$ cat src/rtl/sat_eval_sequencer_pkg.sv
// Shared definitions for the SAT evaluation sequencer: synchronizer stateVal codes,
// FSM state encoding and index-width helper.
// Pure declarations: no latency, no flow control.
package sat_eval_sequencer_pkg;

    // Codes driven onto the synchronizer stateVal input.
    localparam logic [1:0] SAT_RESET  = 2'b00;
    localparam logic [1:0] SAT_CLAUSE = 2'b01;
    localparam logic [1:0] SAT_CNF    = 2'b10;
    localparam logic [1:0] SAT_CLR    = 2'b11;

    typedef enum logic [2:0] {
        ST_IDLE   = 3'd0,
        ST_INIT   = 3'd1,
        ST_LIT    = 3'd2,
        ST_CNF    = 3'd3,
        ST_CLR    = 3'd4,
        ST_DRAIN  = 3'd5,
        ST_FINISH = 3'd6
    } sat_state_t;

    // Index width for a loop of n iterations; never narrower than one bit.
    function automatic int sat_idx_w(input int n);
        return (n <= 2) ? 1 : $clog2(n);
    endfunction

endpackage

$ cat src/rtl/sat_eval_sequencer_if.sv
// Job/status bundle between host, sequencer and clause datapath.
// Wires only: no latency; start is a single-cycle request, no ready (ignored while busy).
// Ports: start/num_clauses/lits_per_clause/cnf_val toward the sequencer,
//        state_val/clause_idx/lit_idx/busy/done/sat from the sequencer.
interface sat_eval_sequencer_if
    import sat_eval_sequencer_pkg::*;
#(
    parameter int MAX_CLAUSES = 64,
    parameter int MAX_LITS    = 8
);
    localparam int CW = sat_idx_w(MAX_CLAUSES);
    localparam int LW = sat_idx_w(MAX_LITS);

    logic          start;
    logic [CW:0]   num_clauses;
    logic [LW:0]   lits_per_clause;
    logic          cnf_val;
    logic [1:0]    state_val;
    logic [CW-1:0] clause_idx;
    logic [LW-1:0] lit_idx;
    logic          busy;
    logic          done;
    logic          sat;

    // Host / datapath side.
    modport master (
        output start, num_clauses, lits_per_clause, cnf_val,
        input  state_val, clause_idx, lit_idx, busy, done, sat
    );

    // Sequencer side.
    modport slave (
        input  start, num_clauses, lits_per_clause, cnf_val,
        output state_val, clause_idx, lit_idx, busy, done, sat
    );
endinterface

$ cat src/rtl/sat_eval_sequencer_loop_counter.sv
// Loop index counter with synchronous load, count enable and terminal-count flag.
// Latency: count updates on the edge after i_load/i_en; o_tc is combinational from the count.
// Backpressure: none; the owner stalls the loop by dropping i_en.
// Ports: clk, rst (async high), i_load/i_load_val, i_en, i_last (terminal value), o_cnt, o_tc.
module sat_loop_counter #(
    parameter int W = 3
) (
    input  logic         clk,
    input  logic         rst,
    input  logic         i_load,
    input  logic [W-1:0] i_load_val,
    input  logic         i_en,
    input  logic [W-1:0] i_last,
    output logic [W-1:0] o_cnt,
    output logic         o_tc
);
    logic [W-1:0] r_cnt;

    always_ff @(posedge clk or posedge rst) begin
        if (rst) begin
            r_cnt <= '0;
        end else if (i_load) begin
            r_cnt <= i_load_val;
        end else if (i_en) begin
            r_cnt <= r_cnt + 1'b1;
        end
    end

    assign o_cnt = r_cnt;
    assign o_tc  = (r_cnt == i_last);
endmodule

$ cat src/rtl/sat_eval_sequencer.sv
// Sequencer for one SAT CNF pass: drives stateVal, walks clause/literal indices, reports sat.
// Latency: done 1 + N*(L+1) + (N-1) + DRAIN_CYC + 1 cycles after the accepted start edge.
// Backpressure: start is accepted only in IDLE; requests while busy or in FINISH are dropped.
// Ports: clk, reset (async high), bus (slave modport of sat_eval_sequencer_if).
// Option: define SAT_EARLY_EXIT_EN to abort to FINISH with sat=0 as soon as the CNF
//         register reads 0 during a literal cycle of any clause after clause 0.
module sat_eval_sequencer
    import sat_eval_sequencer_pkg::*;
#(
    parameter int MAX_CLAUSES = 64,
    parameter int MAX_LITS    = 8,
    parameter int DRAIN_CYC   = 2
) (
    input  logic                 clk,
    input  logic                 reset,
    sat_eval_sequencer_if.slave  bus
);
    localparam int CW = sat_idx_w(MAX_CLAUSES);
    localparam int LW = sat_idx_w(MAX_LITS);
    localparam int DW = sat_idx_w(DRAIN_CYC + 1);

    localparam logic [CW:0]   MAXC       = (CW+1)'(MAX_CLAUSES);
    localparam logic [LW:0]   MAXL       = (LW+1)'(MAX_LITS);
    localparam logic [DW-1:0] DRAIN_LAST = DW'((DRAIN_CYC > 0) ? DRAIN_CYC - 1 : 0);

    sat_state_t    r_state, w_next;

    // Per-pass configuration captured at the accepted start.
    logic          r_n_zero;
    logic [CW-1:0] r_clause_last;
    logic [LW-1:0] r_lit_last;

    logic [DW-1:0] r_drn_cnt;
    logic          r_sat;
    // Passes that end without a DRAIN (N==0, early abort) carry a fixed result
    // instead of the live CNF register value.
    logic          r_fin_force;
    logic          r_fin_val;

    logic [CW:0]   w_n_sat;
    logic [LW:0]   w_l_sat;
    logic [CW-1:0] w_clause_idx;
    logic [LW-1:0] w_lit_idx;
    logic          w_cl_tc, w_lit_tc;
    logic          w_accept;
    logic          w_lit_load, w_lit_en, w_cl_load, w_cl_en;
    logic          w_drn_clr, w_drn_en;
    logic          w_force_set, w_force_val;
    logic          w_fin_result;

    // Out-of-range requests clamp to the hardware maximum; a zero literal count
    // still needs one literal cycle so the clause gets evaluated.
    assign w_n_sat = (bus.num_clauses > MAXC) ? MAXC : bus.num_clauses;
    assign w_l_sat = (bus.lits_per_clause > MAXL)  ? MAXL :
                     (bus.lits_per_clause == '0)   ? (LW+1)'(1) : bus.lits_per_clause;

    sat_loop_counter #(.W(LW)) u_lit_cnt (
        .clk        (clk),
        .rst        (reset),
        .i_load     (w_lit_load),
        .i_load_val ('0),
        .i_en       (w_lit_en),
        .i_last     (r_lit_last),
        .o_cnt      (w_lit_idx),
        .o_tc       (w_lit_tc)
    );

    sat_loop_counter #(.W(CW)) u_clause_cnt (
        .clk        (clk),
        .rst        (reset),
        .i_load     (w_cl_load),
        .i_load_val ('0),
        .i_en       (w_cl_en),
        .i_last     (r_clause_last),
        .o_cnt      (w_clause_idx),
        .o_tc       (w_cl_tc)
    );

    always_ff @(posedge clk or posedge reset) begin
        if (reset) begin
            r_state <= ST_IDLE;
        end else begin
            r_state <= w_next;
        end
    end

    always_comb begin
        w_next      = r_state;
        w_accept    = 1'b0;
        w_lit_load  = 1'b0;
        w_lit_en    = 1'b0;
        w_cl_load   = 1'b0;
        w_cl_en     = 1'b0;
        w_drn_clr   = 1'b0;
        w_drn_en    = 1'b0;
        w_force_set = 1'b0;
        w_force_val = 1'b0;
        unique case (r_state)
            ST_IDLE: begin
                if (bus.start) begin
                    w_accept   = 1'b1;
                    w_lit_load = 1'b1;
                    w_cl_load  = 1'b1;
                    w_next     = ST_INIT;
                end
            end
            ST_INIT: begin
                if (r_n_zero) begin
                    // Empty CNF is trivially satisfied.
                    w_next      = ST_FINISH;
                    w_force_set = 1'b1;
                    w_force_val = 1'b1;
                end else begin
                    w_next = ST_LIT;
                end
            end
            ST_LIT: begin
                if (w_lit_tc) begin
                    w_next = ST_CNF;
                end else begin
                    w_lit_en = 1'b1;
                end
`ifdef SAT_EARLY_EXIT_EN
                // Once a completed clause has zeroed the CNF register it cannot
                // recover; indices freeze where the abort happened.
                if ((w_clause_idx != '0) && !bus.cnf_val) begin
                    w_next      = ST_FINISH;
                    w_lit_en    = 1'b0;
                    w_force_set = 1'b1;
                    w_force_val = 1'b0;
                end
`endif
            end
            ST_CNF: begin
                w_drn_clr = 1'b1;
                if (w_cl_tc) begin
                    w_next = (DRAIN_CYC == 0) ? ST_FINISH : ST_DRAIN;
                end else begin
                    w_next = ST_CLR;
                end
            end
            ST_CLR: begin
                w_cl_en    = 1'b1;
                w_lit_load = 1'b1;
                w_next     = ST_LIT;
            end
            ST_DRAIN: begin
                // Stays on the CNF code so the synchronizer and CNF register
                // settle; re-ANDing the last clause does not change the result.
                if (r_drn_cnt == DRAIN_LAST) begin
                    w_next = ST_FINISH;
                end else begin
                    w_drn_en = 1'b1;
                end
            end
            ST_FINISH: begin
                w_next = ST_IDLE;
            end
            default: begin
                w_next = ST_IDLE;
            end
        endcase
    end

    always_ff @(posedge clk or posedge reset) begin
        if (reset) begin
            r_n_zero      <= 1'b0;
            r_clause_last <= '0;
            r_lit_last    <= '0;
        end else if (w_accept) begin
            r_n_zero      <= (w_n_sat == '0);
            r_clause_last <= CW'(w_n_sat - 1'b1);
            r_lit_last    <= LW'(w_l_sat - 1'b1);
        end
    end

    always_ff @(posedge clk or posedge reset) begin
        if (reset) begin
            r_drn_cnt <= '0;
        end else if (w_drn_clr) begin
            r_drn_cnt <= '0;
        end else if (w_drn_en) begin
            r_drn_cnt <= r_drn_cnt + 1'b1;
        end
    end

    assign w_fin_result = r_fin_force ? r_fin_val : bus.cnf_val;

    always_ff @(posedge clk or posedge reset) begin
        if (reset) begin
            r_sat       <= 1'b0;
            r_fin_force <= 1'b0;
            r_fin_val   <= 1'b0;
        end else begin
            if (w_accept) begin
                r_sat       <= 1'b0;
                r_fin_force <= 1'b0;
            end
            if (w_force_set) begin
                r_fin_force <= 1'b1;
                r_fin_val   <= w_force_val;
            end
            if (r_state == ST_FINISH) begin
                r_sat <= w_fin_result;
            end
        end
    end

    always_comb begin
        bus.state_val = SAT_RESET;
        unique case (r_state)
            ST_LIT:   bus.state_val = SAT_CLAUSE;
            ST_CNF:   bus.state_val = SAT_CNF;
            ST_DRAIN: bus.state_val = SAT_CNF;
            ST_CLR:   bus.state_val = SAT_CLR;
            default:  bus.state_val = SAT_RESET;
        endcase
    end

    assign bus.clause_idx = w_clause_idx;
    assign bus.lit_idx    = w_lit_idx;
    assign bus.busy       = (r_state != ST_IDLE) && (r_state != ST_FINISH);
    assign bus.done       = (r_state == ST_FINISH);
    // The result is visible in the done cycle itself and held afterwards.
    assign bus.sat        = (r_state == ST_FINISH) ? w_fin_result : r_sat;
endmodule

$ cat src/flat_wrapper.sv
// flat-port wrapper written by rule: the top's interface ports become plain ports
module sat_eval_sequencer_flat import sat_eval_sequencer_pkg::*;
#(
    parameter int MAX_CLAUSES = 64,
    parameter int MAX_LITS    = 8,
    parameter int DRAIN_CYC   = 2
)
  (clk, reset, bus_start, bus_num_clauses, bus_lits_per_clause, bus_cnf_val, bus_state_val, bus_clause_idx, bus_lit_idx, bus_busy, bus_done, bus_sat);
  sat_eval_sequencer_if #(.MAX_CLAUSES(MAX_CLAUSES), .MAX_LITS(MAX_LITS)) bus_i ();
  input  logic clk;
  input  logic reset;
  input wire logic [$bits(bus_i.start)-1:0] bus_start;
  input wire logic [$bits(bus_i.num_clauses)-1:0] bus_num_clauses;
  input wire logic [$bits(bus_i.lits_per_clause)-1:0] bus_lits_per_clause;
  input wire logic [$bits(bus_i.cnf_val)-1:0] bus_cnf_val;
  output wire logic [$bits(bus_i.state_val)-1:0] bus_state_val;
  output wire logic [$bits(bus_i.clause_idx)-1:0] bus_clause_idx;
  output wire logic [$bits(bus_i.lit_idx)-1:0] bus_lit_idx;
  output wire logic [$bits(bus_i.busy)-1:0] bus_busy;
  output wire logic [$bits(bus_i.done)-1:0] bus_done;
  output wire logic [$bits(bus_i.sat)-1:0] bus_sat;
  assign bus_i.start = bus_start;
  assign bus_i.num_clauses = bus_num_clauses;
  assign bus_i.lits_per_clause = bus_lits_per_clause;
  assign bus_i.cnf_val = bus_cnf_val;
  assign bus_state_val = bus_i.state_val;
  assign bus_clause_idx = bus_i.clause_idx;
  assign bus_lit_idx = bus_i.lit_idx;
  assign bus_busy = bus_i.busy;
  assign bus_done = bus_i.done;
  assign bus_sat = bus_i.sat;
  sat_eval_sequencer #(.MAX_CLAUSES(MAX_CLAUSES), .MAX_LITS(MAX_LITS), .DRAIN_CYC(DRAIN_CYC)) u_core (.clk(clk), .reset(reset), .bus(bus_i));
endmodule
$ cat config.mk
export PLATFORM = sky130hd
export DESIGN_NAME = sat_eval_sequencer_flat
export DESIGN_NICKNAME = d
export VERILOG_FILES = /design/src/rtl/sat_eval_sequencer_pkg.sv /design/src/rtl/sat_eval_sequencer_if.sv /design/src/rtl/sat_eval_sequencer_loop_counter.sv /design/src/rtl/sat_eval_sequencer.sv /design/src/flat_wrapper.sv
export SDC_FILE = /design/constraint.sdc
export NUM_CORES = 1
export LEC_CHECK = 0
export BUFFER_PORTS_ARGS = -buffer_cell sky130_fd_sc_hd__buf_4
export CAP_MARGIN = 10
export CORE_ASPECT_RATIO = 0.9
export CORE_UTILIZATION = 25
export CTS_CLUSTER_SIZE = 14
export DETAILED_ROUTE_END_ITERATION = 8
export PLACE_DENSITY = 0.51
export SLEW_MARGIN = 20
export SYNTH_ARGS = -nofsm -noshare
export SYNTH_HDL_FRONTEND = slang
export SYNTH_SLANG_ARGS = --single-unit
$ cat constraint.sdc
create_clock -name clk -period 2.85 [get_ports clk]
set_input_delay 0.285 -clock clk [delete_from_list [all_inputs] [get_ports clk]]
set_output_delay 0.285 -clock clk [all_outputs]
set_load 0.05 [all_outputs]
==> results of run 1 <==
## power by group through the flow
stage	sequential, mW	clock [mW]	combinational (mW)
floorplan	0.740	0	0.661
global placement	0.702	0	0.948
detailed placement	0.702	0	0.958
CTS	0.695	0.237	0.962
global route	0.730	0.254	1.06
finish	0.694	0.227	0.950
## layout make-up
class | count | area [um2]
Sequential cell | 27 | 675.6
Clock buffer | 3 | 41.29
Inverter | 4 | 15.01
Clock inverter | 1 | 7.507
Multi-Input combinational cell | 120 | 775.7
Fill cell | 583 | 3872
Timing Repair Buffer | 29 | 217.7
Tap cell | 70 | 87.58
## registers in the layout, indices dropped and copies added, names as in the netlist, 2 cells and up
name / flops
u_core.r_state: 3
u_core.r_clause_last: 6
u_core.u_lit_cnt.o_cnt: 3
u_core.r_drn_cnt: 2
u_core.u_clause_cnt.o_cnt: 6
u_core.r_lit_last: 3
## cells in the mapped netlist, drive strengths merged, types with 2 or more instances
library cell,instances
nor3b,2
xnor2,10
dfrtp,27
inv,4
nor2b,4
o31ai,2
mux2i,3
nand2,17
ha,5
nand2b,4
a22o,3
o21ai,9
nor3,3
nor2,17
buf,3
mux2,3
a21oi,8
nand4,4
nand3,5
xor2,3
nand3b,2
a31oi,3
## kinds of logic after synthesis
kind of cell             count (synthesis)  share of synthesized area (%)
flip-flops                              27                          45.49
AND/OR/NAND/NOR                         64                          21.99
adder cells (fa/ha/maj)                  5                          4.212
multiplexers                             6                          4.296
XOR/XNOR                                13                          7.666
AO/OA/AOI/OAI                           32                          14.07
buffers and inverters                    8                          2.274
## layer usage
metal / GRT usage [%] / vias to the layer above
met5: 0 / -
met4: 1.149 / 0
met3: 3.289 / 2
met2: 19.67 / 20
met1: 16.36 / 540
li1: - / 609
## how the worst max path moves through the flow
stage	from	to	slack [ps]	cells after the start
floorplan	u_core.r_state[1]	bus_sat	230	5
global placement	u_core.r_state[1]	bus_sat	1140	5
detailed placement	u_core.r_state[1]	bus_sat	1140	5
CTS	u_core.r_state[1]	bus_sat	810	5
global route	u_core.r_state[1]	bus_sat	590	5
finish	u_core.r_state[1]	bus_sat	820	5
==> impl_metrics.tcl, run 1 <==
set metrics [dict create \
    status "finished, final reports clean" \
    wl_per_cell_um 12.70 \
    clkSinkCount 27 \
    antenna_found_initial 0 \
    synth_top_cell_by_area "dfrtp_1" \
    grt_first_pass_wirelength_um 5954 \
    ioPinCount 29 \
    first_pass_iters 4 \
    final_cells 254 \
    post-place-cells 250 \
    synth-async-reset-ratio_pct 100.0 \
    stdcell_area_mm2 0.001821 \
    final_common_cell "buf_4" \
    cap_violations 0 \
    hold_class "primary input to async pin" \
    overflow 0 \
    internal_power_mw 0.9841 \
    vias 1171 \
    synth.distinct_cells 39 \
    grt_usage_pct 11.92 \
    slew_violations 0 \
    p_leak_nw 0.7810 \
    diodes 0 \
    crit-reg2reg-capture "u_core.u_clause_cnt.o_cnt[0]" \
    seq_power_share_pct 37.1 \
    numCtsBuffers 3 \
    h-tree-depth 1 \
    worstPathMaxFanout 13 \
    cts-root-buf "clkbuf_8" \
    coreArea_mm2 0.005693 \
    setup_violations 0 \
    drive_gt1_share_pct 22.28 \
    place_area_mm2 0.001772 \
    worstReg2RegStart "u_core.r_state[0]" \
    start_util_pct 26.09 \
    globalplace.congestion 0.7104 \
    synth-edff-count 0 \
    critPathMaxStageDelay_ps 620 \
    r2r_setup_slack_ps 1190 \
    rsz0062_at_grt "no" \
    finClkSkew_ps 2.980 \
    grt_max_degree 28 \
    avgSynthCellArea_um2 9.582 \
    vias_per_cell 4.610 \
    power_mw 1.871 \
    end_kind "output pin" \
    pwr-share-clk_pct 12.1 \
    timing.critical_path.buf_inv 1 \
    clock_latency_ps 270 \
    num_rows 26 \
    final_util_pct 31.98 \
    hold_violations 0 \
    path_common_cell "nor2_1" \
    dr.max_layer_used "met4" \
    drt-met1-wl_um 1718 \
    synth_area_leaders "dfrtp_1 (45%), xnor2_1 (5.9%), nand2_1 (4.3%), nor2_1 (4.3%), ha_1 (4.2%)" \
    p_sw_mw 0.8866 \
    path_clk_slew_ps 100 \
    critPathLaunchType "register" \
    fp.dieArea_mm2 0.006253 \
    die_x_um 83.25 \
    power_frac_comb_pct 50.8 \
    syn-instance-count 155 \
    wirelength_um 3225 \
    dp_hpwl_um 2369 \
    period_share_pct 71.32 \
    ys_seq_area_share_pct 45.49 \
    synth-warning-count 0 \
    drt-initial-drc-count 71 \
    cp_cell_sequence "nand2_1 -> nor2_1 -> nor2_1 -> a21oi_1 -> buf_4" \
    synth_area_mm2 0.001485 \
    pre_cts_slack_ps 1138 \
    area_growth_pct 22.58 \
    peakVddDrop_mv 0.5809 \
    cts_resized 0 \
    antenna_left 0 \
    sw_frac_of_total_pct 47.39 \
    period_needed_ps 2033 \
    cts-hold-fix-buffers 0 \
    cts_tree "built" \
    fin_tns_setup_ps 0 \
    dr_wl_met2_um 1384 \
    dr_wl_met3_um 107 \
    relSlewSlack_pct 61.57 \
    cp_slowest_cell "dfrtp_1" \
    die_h_um 75.12 \
    required_ps 2570 \
    synth_top_flop_cell "dfrtp_1" \
    mostFrequentLayoutCells "buf_4 (29), dfrtp_1 (27), nor2_1 (17), nand2_1 (17), xnor2_1 (10)" \
    worst_pin_slew_ps 575.7 \
    whs_ps 63.44 \
    io_buffers 28 \
    grt_pass1_vias 1185 \
    fmax_ghz 0.4920 \
    crit_arrival_ps 1750 \
    setup_slack_ps 817.5 \
    drc 0 \
    clk_path_buf_depth 2 \
    powerDensity_mw_per_mm2 1028 \
    postCtsSetupRepairBufs 0 \
    synth_top_area_share_pct 45.49 \
    path_class "register to output pin" \
    num-nets-final 205 \
    reg2reg_depth 4 \
    ys_ff_latch 27 \
    critPathTopFamily "flip-flops" \
    synth_nets 175 \
]
(Power assumes the default switching activity.)
==> run 2, diff against run 1 <==
--- a/config.mk
+++ b/config.mk
@@ -11,7 +11,7 @@
 export CORE_UTILIZATION = 25
 export CTS_CLUSTER_SIZE = 14
 export DETAILED_ROUTE_END_ITERATION = 8
-export PLACE_DENSITY = 0.51
+export PLACE_DENSITY = 0.53
 export SLEW_MARGIN = 20
 export SYNTH_ARGS = -nofsm -noshare
 export SYNTH_HDL_FRONTEND = slang
==> constraint.sdc (replaced) <==
create_clock -name clk -period 1.8 [get_ports clk]
set_input_delay 0.18 -clock clk [delete_from_list [all_inputs] [get_ports clk]]
set_output_delay 0.18 -clock clk [all_outputs]
set_load 0.05 [all_outputs]
==> run 2 against run 1 <==
- sequential power up 54%
- non-clock buffer count up 7
- sequential share of layout area down 1.2 points
- utilization up 1.1 points
- register-to-register slack worse by 910 ps
- first-iteration DRC count down 48%
- critical path type unchanged
==> impl_metrics.tcl, run 2 (synthesis results as in run 1) <==
set metrics [dict create \
    status "finished, final reports clean" \
    vias 1219 \
    critPathLaunchType "register" \
    clkSinkCount 27 \
    rsz0062_at_grt "no" \
    fp.dieArea_mm2 0.006253 \
    antenna_left 0 \
    diodes 0 \
    power_mw 3.027 \
    min_from "bus_num_clauses[6]" \
    worstReg2RegStart "u_core.r_state[0]" \
    clock_latency_ps 270 \
    peakVddDrop_mv 0.5401 \
    finClkSkew_ps 2.735 \
    hold_end "u_core.r_n_zero" \
    slew_violations 0 \
    crit_arrival_ps 1490 \
    cap_violations 0 \
    end_kind "output pin" \
    numCtsBuffers 3 \
    drt-initial-drc-count 37 \
    setup_violations 0 \
    drive_gt1_share_pct 25.13 \
    crit-reg2reg-capture "u_core.r_clause_last[0]" \
    worst_pin_slew_ps 413.9 \
    grt_first_pass_wirelength_um 5520 \
    relSlewSlack_pct 72.19 \
    die_h_um 75.12 \
    die_x_um 83.25 \
    hold_violations 0 \
    num_rows 26 \
    cts_tree "built" \
    setup_slack_ps 125.5 \
    reg2reg_depth 3 \
    hold_class "primary input to register" \
    worstSetupStartpoint "u_core.r_state[1]" \
    required_ps 1620 \
    period_share_pct 93.03 \
    overflow 0 \
    grt_max_degree 28 \
    area_growth_pct 26.87 \
    vias_per_cell 4.670 \
    period_needed_ps 1675 \
    ioPinCount 29 \
    postCtsSetupRepairBufs 0 \
    powerDensity_mw_per_mm2 1606 \
    path_clk_slew_ps 90 \
    holdPathStages 2 \
    cts-root-buf "clkbuf_8" \
    grt_pass1_vias 1200 \
    globalplace.congestion 0.7268 \
    clk_path_buf_depth 2 \
    first_pass_iters 4 \
    path_class "register to output pin" \
    whs_ps 148.0 \
    dp_hpwl_um 2414 \
    start_util_pct 26.09 \
    io_buffers 28 \
    worstPathMaxFanout 9 \
    grt_usage_pct 11.04 \
    coreArea_mm2 0.005693 \
    drc 0 \
    wl_per_cell_um 11.85 \
    mostFrequentLayoutCells "buf_4 (35), dfrtp_1 (26), nand2_1 (17), nor2_1 (16), xnor2_1 (10)" \
    r2r_setup_slack_ps 280 \
    fmax_ghz 0.5972 \
    p_leak_nw 0.8151 \
    wirelength_um 3092 \
    final_util_pct 33.10 \
    final_common_cell "buf_4" \
    h-tree-depth 1 \
    pre_cts_slack_ps 265.0 \
    num-nets-final 212 \
    fin_tns_setup_ps 0 \
    antenna_found_initial 0 \
]
-- run 2: cell count changes in the layout (fill, tap and decap cells not counted), sizes merged --
| cell | before | now |
|---|---|---|
| buf | 29 | 35 |
| dlygate4sd3 | 0 | 1 |
| clkbuf | 3 | 4 |
| clkinvlp | 1 | 0 |
-- run 2: cell type report --
cell class	count	area, um2
Fill cell	593	3809
Tap cell	70	87.58
Multi-Input combinational cell	120	787.0
Clock buffer	4	45.04
Sequential cell	27	676.9
Inverter	4	15.01
Timing Repair Buffer	36	272.8
-- run 2: how the worst max path moves through the flow --
stage,end,slack [ps]
2_1_floorplan,bus_sat,10
3_3_place_gp,u_core.r_lit_last[0],300
3_5_place_dp,u_core.r_clause_last[0],270
4_1_cts,bus_sat,30
5_1_grt,bus_sat,4
6_report,bus_sat,130
-- run 2: metrics by stage --
step	instance area [um2]	cells
2_1_floorplan	1496	155
3_5_place_dp	1828	256
4_1_cts	1883	261
3_3_place_gp	1828	256
6_report	1884	261
5_1_grt	1884	261
-- run 2: metal layers --
| metal | up-vias | global-route usage, % | routed length [um] | part of all wire, % |
|---|---|---|---|---|
| met1 | 571 | 14.44 | 1560 | 50 |
| met4 | 0 | 2.874 | 24 | 0.78 |
| met5 | - | 0 | 0 | 0 |
| li1 | 625 | - | - | - |
| met2 | 19 | 18.58 | 1395 | 45 |
| met3 | 4 | 2.741 | 112 | 3.6 |
-- run 2: timing repair --
| item | CTS | global route |
|---|---|---|
| setup endpoints to repair | 0 | 1 |
| hold buffers | 1 | 0 |
| hold endpoints to repair | 27 | 0 |
| resized for setup | 0 | 1 |
-- run 2: worst max-delay path, cell delays in order (launching register included) --
cell and delay, ps:
dfrtp_1 520, nand2_1 180, nor2_4 150, nor2_1 80, a21oi_2 100, buf_4 200
-- run 2: report_power, final --
group          internal [mW]  leakage, nW  switching, mW
Clock                  0.158       0.0228          0.183
Combinational          0.645        0.457          0.975
Sequential             0.821        0.335          0.244
==> run 3, diff against run 2 <==
--- a/config.mk
+++ b/config.mk
@@ -11,8 +11,9 @@
 export CORE_UTILIZATION = 25
 export CTS_CLUSTER_SIZE = 14
 export DETAILED_ROUTE_END_ITERATION = 8
-export PLACE_DENSITY = 0.53
+export PLACE_DENSITY = 0.52
 export SLEW_MARGIN = 20
 export SYNTH_ARGS = -nofsm -noshare
 export SYNTH_HDL_FRONTEND = slang
+export SYNTH_HIERARCHICAL = 1
 export SYNTH_SLANG_ARGS = --single-unit
==> run 3 against run 2 <==
- hold slack worse by 48 ps
- setup slack worse by 46 ps
- synthesized cell count is 12% higher
- wire length is 10% higher
- clock-buffer cell count is 1 lower
- combinational power is 38% higher
- register-to-register slack worse by 200 ps
- global-route usage is 0.54 points lower
- sequential share of layout area is 3.5 points lower
- sequential cell count stayed put
- area after synthesis is 10% higher
- critical path type is now register to register
==> impl_metrics.tcl, run 3 <==
set metrics [dict create \
    ys_ff_latch 27 \
    r2r_setup_slack_ps 80 \
    p_leak_nw 0.9300 \
    grt_max_degree 19 \
    diodes 0 \
    place_area_mm2 0.002003 \
    hold_class "primary input to register" \
    grt_usage_pct 10.50 \
    setup_violations 0 \
    synth-async-reset-ratio_pct 100.0 \
    n_fill_cell 658 \
    vias_per_cell 4.282 \
    clock_latency_ps 270 \
    slew_violations 0 \
    synth_top_flop_cell "dfrtp_1" \
    start_util_pct 26.29 \
    num_rows 27 \
    synth-edff-count 0 \
    grt_first_pass_wirelength_um 5699 \
    yosysMostFrequentCell "dfrtp_1" \
    cts_tree "built" \
    synth_top_area_share_pct 41.35 \
    cap_violations 0 \
    drt-initial-drc-count 39 \
    ys_seq_area_share_pct 41.35 \
    globalplace.congestion 0.7078 \
    synthTopCellsByCount "dfrtp_1 (27), nand2_1 (23), o21ai_0 (11), nor2_1 (9), xnor2_1 (9)" \
    antenna_left 0 \
    stdcell_area_mm2 0.002085 \
    final_common_cell "buf_4" \
    overflow 0 \
    clk_path_buf_depth 2 \
    die_x_um 87.22 \
    hold_violations 0 \
    path_clk_slew_ps 100 \
    first_pass_iters 4 \
    syn-instance-count 174 \
    period_share_pct 95.60 \
    h-tree-depth 1 \
    numCtsBuffers 3 \
    relSlewSlack_pct 52.38 \
    antenna_found_initial 0 \
    synth_top_cell_by_area "dfrtp_1" \
    clkSinkCount 27 \
    synth.distinct_cells 48 \
    seq_area_um2 675.6 \
    critPathLaunchType "register" \
    power_mw 3.764 \
    synth_area_mm2 0.001634 \
    period_needed_ps 1721 \
    post-place-cells 298 \
    synth-warning-count 6 \
    fmax_ghz 0.5811 \
    cts-root-buf "clkbuf_8" \
    num-nets-final 240 \
    path_class "register to register" \
    status "finished, final reports clean" \
    coreArea_mm2 0.006216 \
    grt_pass1_vias 1225 \
    peakVddDrop_mv 0.4931 \
    synth_area_leaders "dfrtp_1 (41%), nand2_1 (5.3%), xnor2_1 (4.8%), ha_1 (4.6%), xor2_1 (4.3%)" \
    vias 1306 \
    powerDensity_mw_per_mm2 1806 \
    wl_per_cell_um 11.15 \
    fp.dieArea_mm2 0.006864 \
    die_h_um 78.70 \
    dp_hpwl_um 2560 \
    fin_tns_setup_ps 0 \
    final_cells 305 \
    worst_pin_slew_ps 713.5 \
    drive_gt1_share_pct 24.31 \
    io_buffers 28 \
    multi_input_area_um2 913.4 \
    drc 0 \
    worstPathMaxFanout 18 \
    wirelength_um 3400 \
    ioPinCount 29 \
    crit_arrival_ps 1880 \
    finClkSkew_ps 4.068 \
    end_kind "register" \
    area_growth_pct 27.57 \
    whs_ps 99.73 \
    mostFrequentLayoutCells "buf_4 (36), dfrtp_1 (27), nand2_1 (23), o21ai_0 (10)" \
    required_ps 1960 \
    avgSynthCellArea_um2 9.391 \
]
run 3: changes by cell type after synthesis, sizes merged, moves of 5 or more:
cell / change
xor2: +5
o21ai: +9
a21oi: -5
nand2: +6
nor2: -8
run 3: final timing paths:
check / cells after the start / from / endpoint
max reg2reg: 6 / u_core/r_state[0] / u_core/u_clause_cnt/o_cnt[5]
min reg2reg: 1 / u_core/r_fin_val / u_core/r_fin_val
min in group asynchronous: 3 / reset / u_core/u_lit_cnt/o_cnt[1]
max: 6 / u_core/r_state[0] / u_core/u_clause_cnt/o_cnt[5]
min: 2 / bus_num_clauses[0] / u_core/r_clause_last[0]
max in group asynchronous: 3 / reset / u_core/r_fin_force
run 3: kinds of logic (layout without fill, tap and decap cells):
| family | Yosys count | in the layout | synth area share, % |
|---|---|---|---|
| flops | 27 | 27 | 41.35 |
| compound gates | 40 | 40 | 16.31 |
| xor+xnor | 17 | 17 | 9.112 |
| mux | 5 | 5 | 3.292 |
| simple gates | 63 | 63 | 20.14 |
| buf+inv | 15 | 51 | 4.977 |
| fa+ha+maj | 6 | 6 | 4.594 |
| other cells | 1 | 9 | 0.2295 |
run 3: layout make-up:
| class | instances | share of cell area, % |
|---|---|---|
| multi-input combinational | 140 | 43.82 |
| clock inverter | 1 | 0.3601 |
| clock buffer | 3 | 1.981 |
| sequential | 27 | 32.41 |
| inverter | 8 | 1.681 |
| tap | 87 | 5.222 |
| timing repair buffer | 39 | 14.53 |
run 3: metrics by stage:
step                utilization, %  setup WS (ps)
floorplan                        -          2.605
global route                 33.53         -3.243
finish                       33.53          79.26
global placement             32.23          188.2
CTS                          33.23          15.53
detailed placement           32.23          152.8
run 3: worst max-delay path, cell delays in order (launching register included):
cell and delay (ps):
dfrtp_1 400, buf_4 130, or4b_1 540, clkinv_4 150, and2b_2 220, o21ai_0 70
nand3_1 90
run 3: power by group:
group | switching (mW) | internal, mW | leakage [nW]
clock network | 0.197 | 0.157 | 0.0217
logic | 1.31 | 0.919 | 0.580
registers | 0.288 | 0.891 | 0.329
total | 1.80 | 1.97 | 0.930
run 3: timing repair:
item | CTS | global route
pin swaps | 0 | 1
endpoints found under the setup margin | 1 | 1
resized for setup | 1 | 1
endpoints found under the hold margin | 9 | 0
setup buffers | 0 | 2
hold buffers | 1 | 0
run 3: layer usage:
| metal | GRT usage, % | up-vias | part of all wire (%) |
|---|---|---|---|
| met5 | 0 | - | 0 |
| met4 | 2.459 | 0 | 1.1 |
| met3 | 2.703 | 2 | 2.0 |
| met2 | 17.48 | 14 | 47 |
| met1 | 13.61 | 600 | 50 |
| li1 | - | 690 | - |
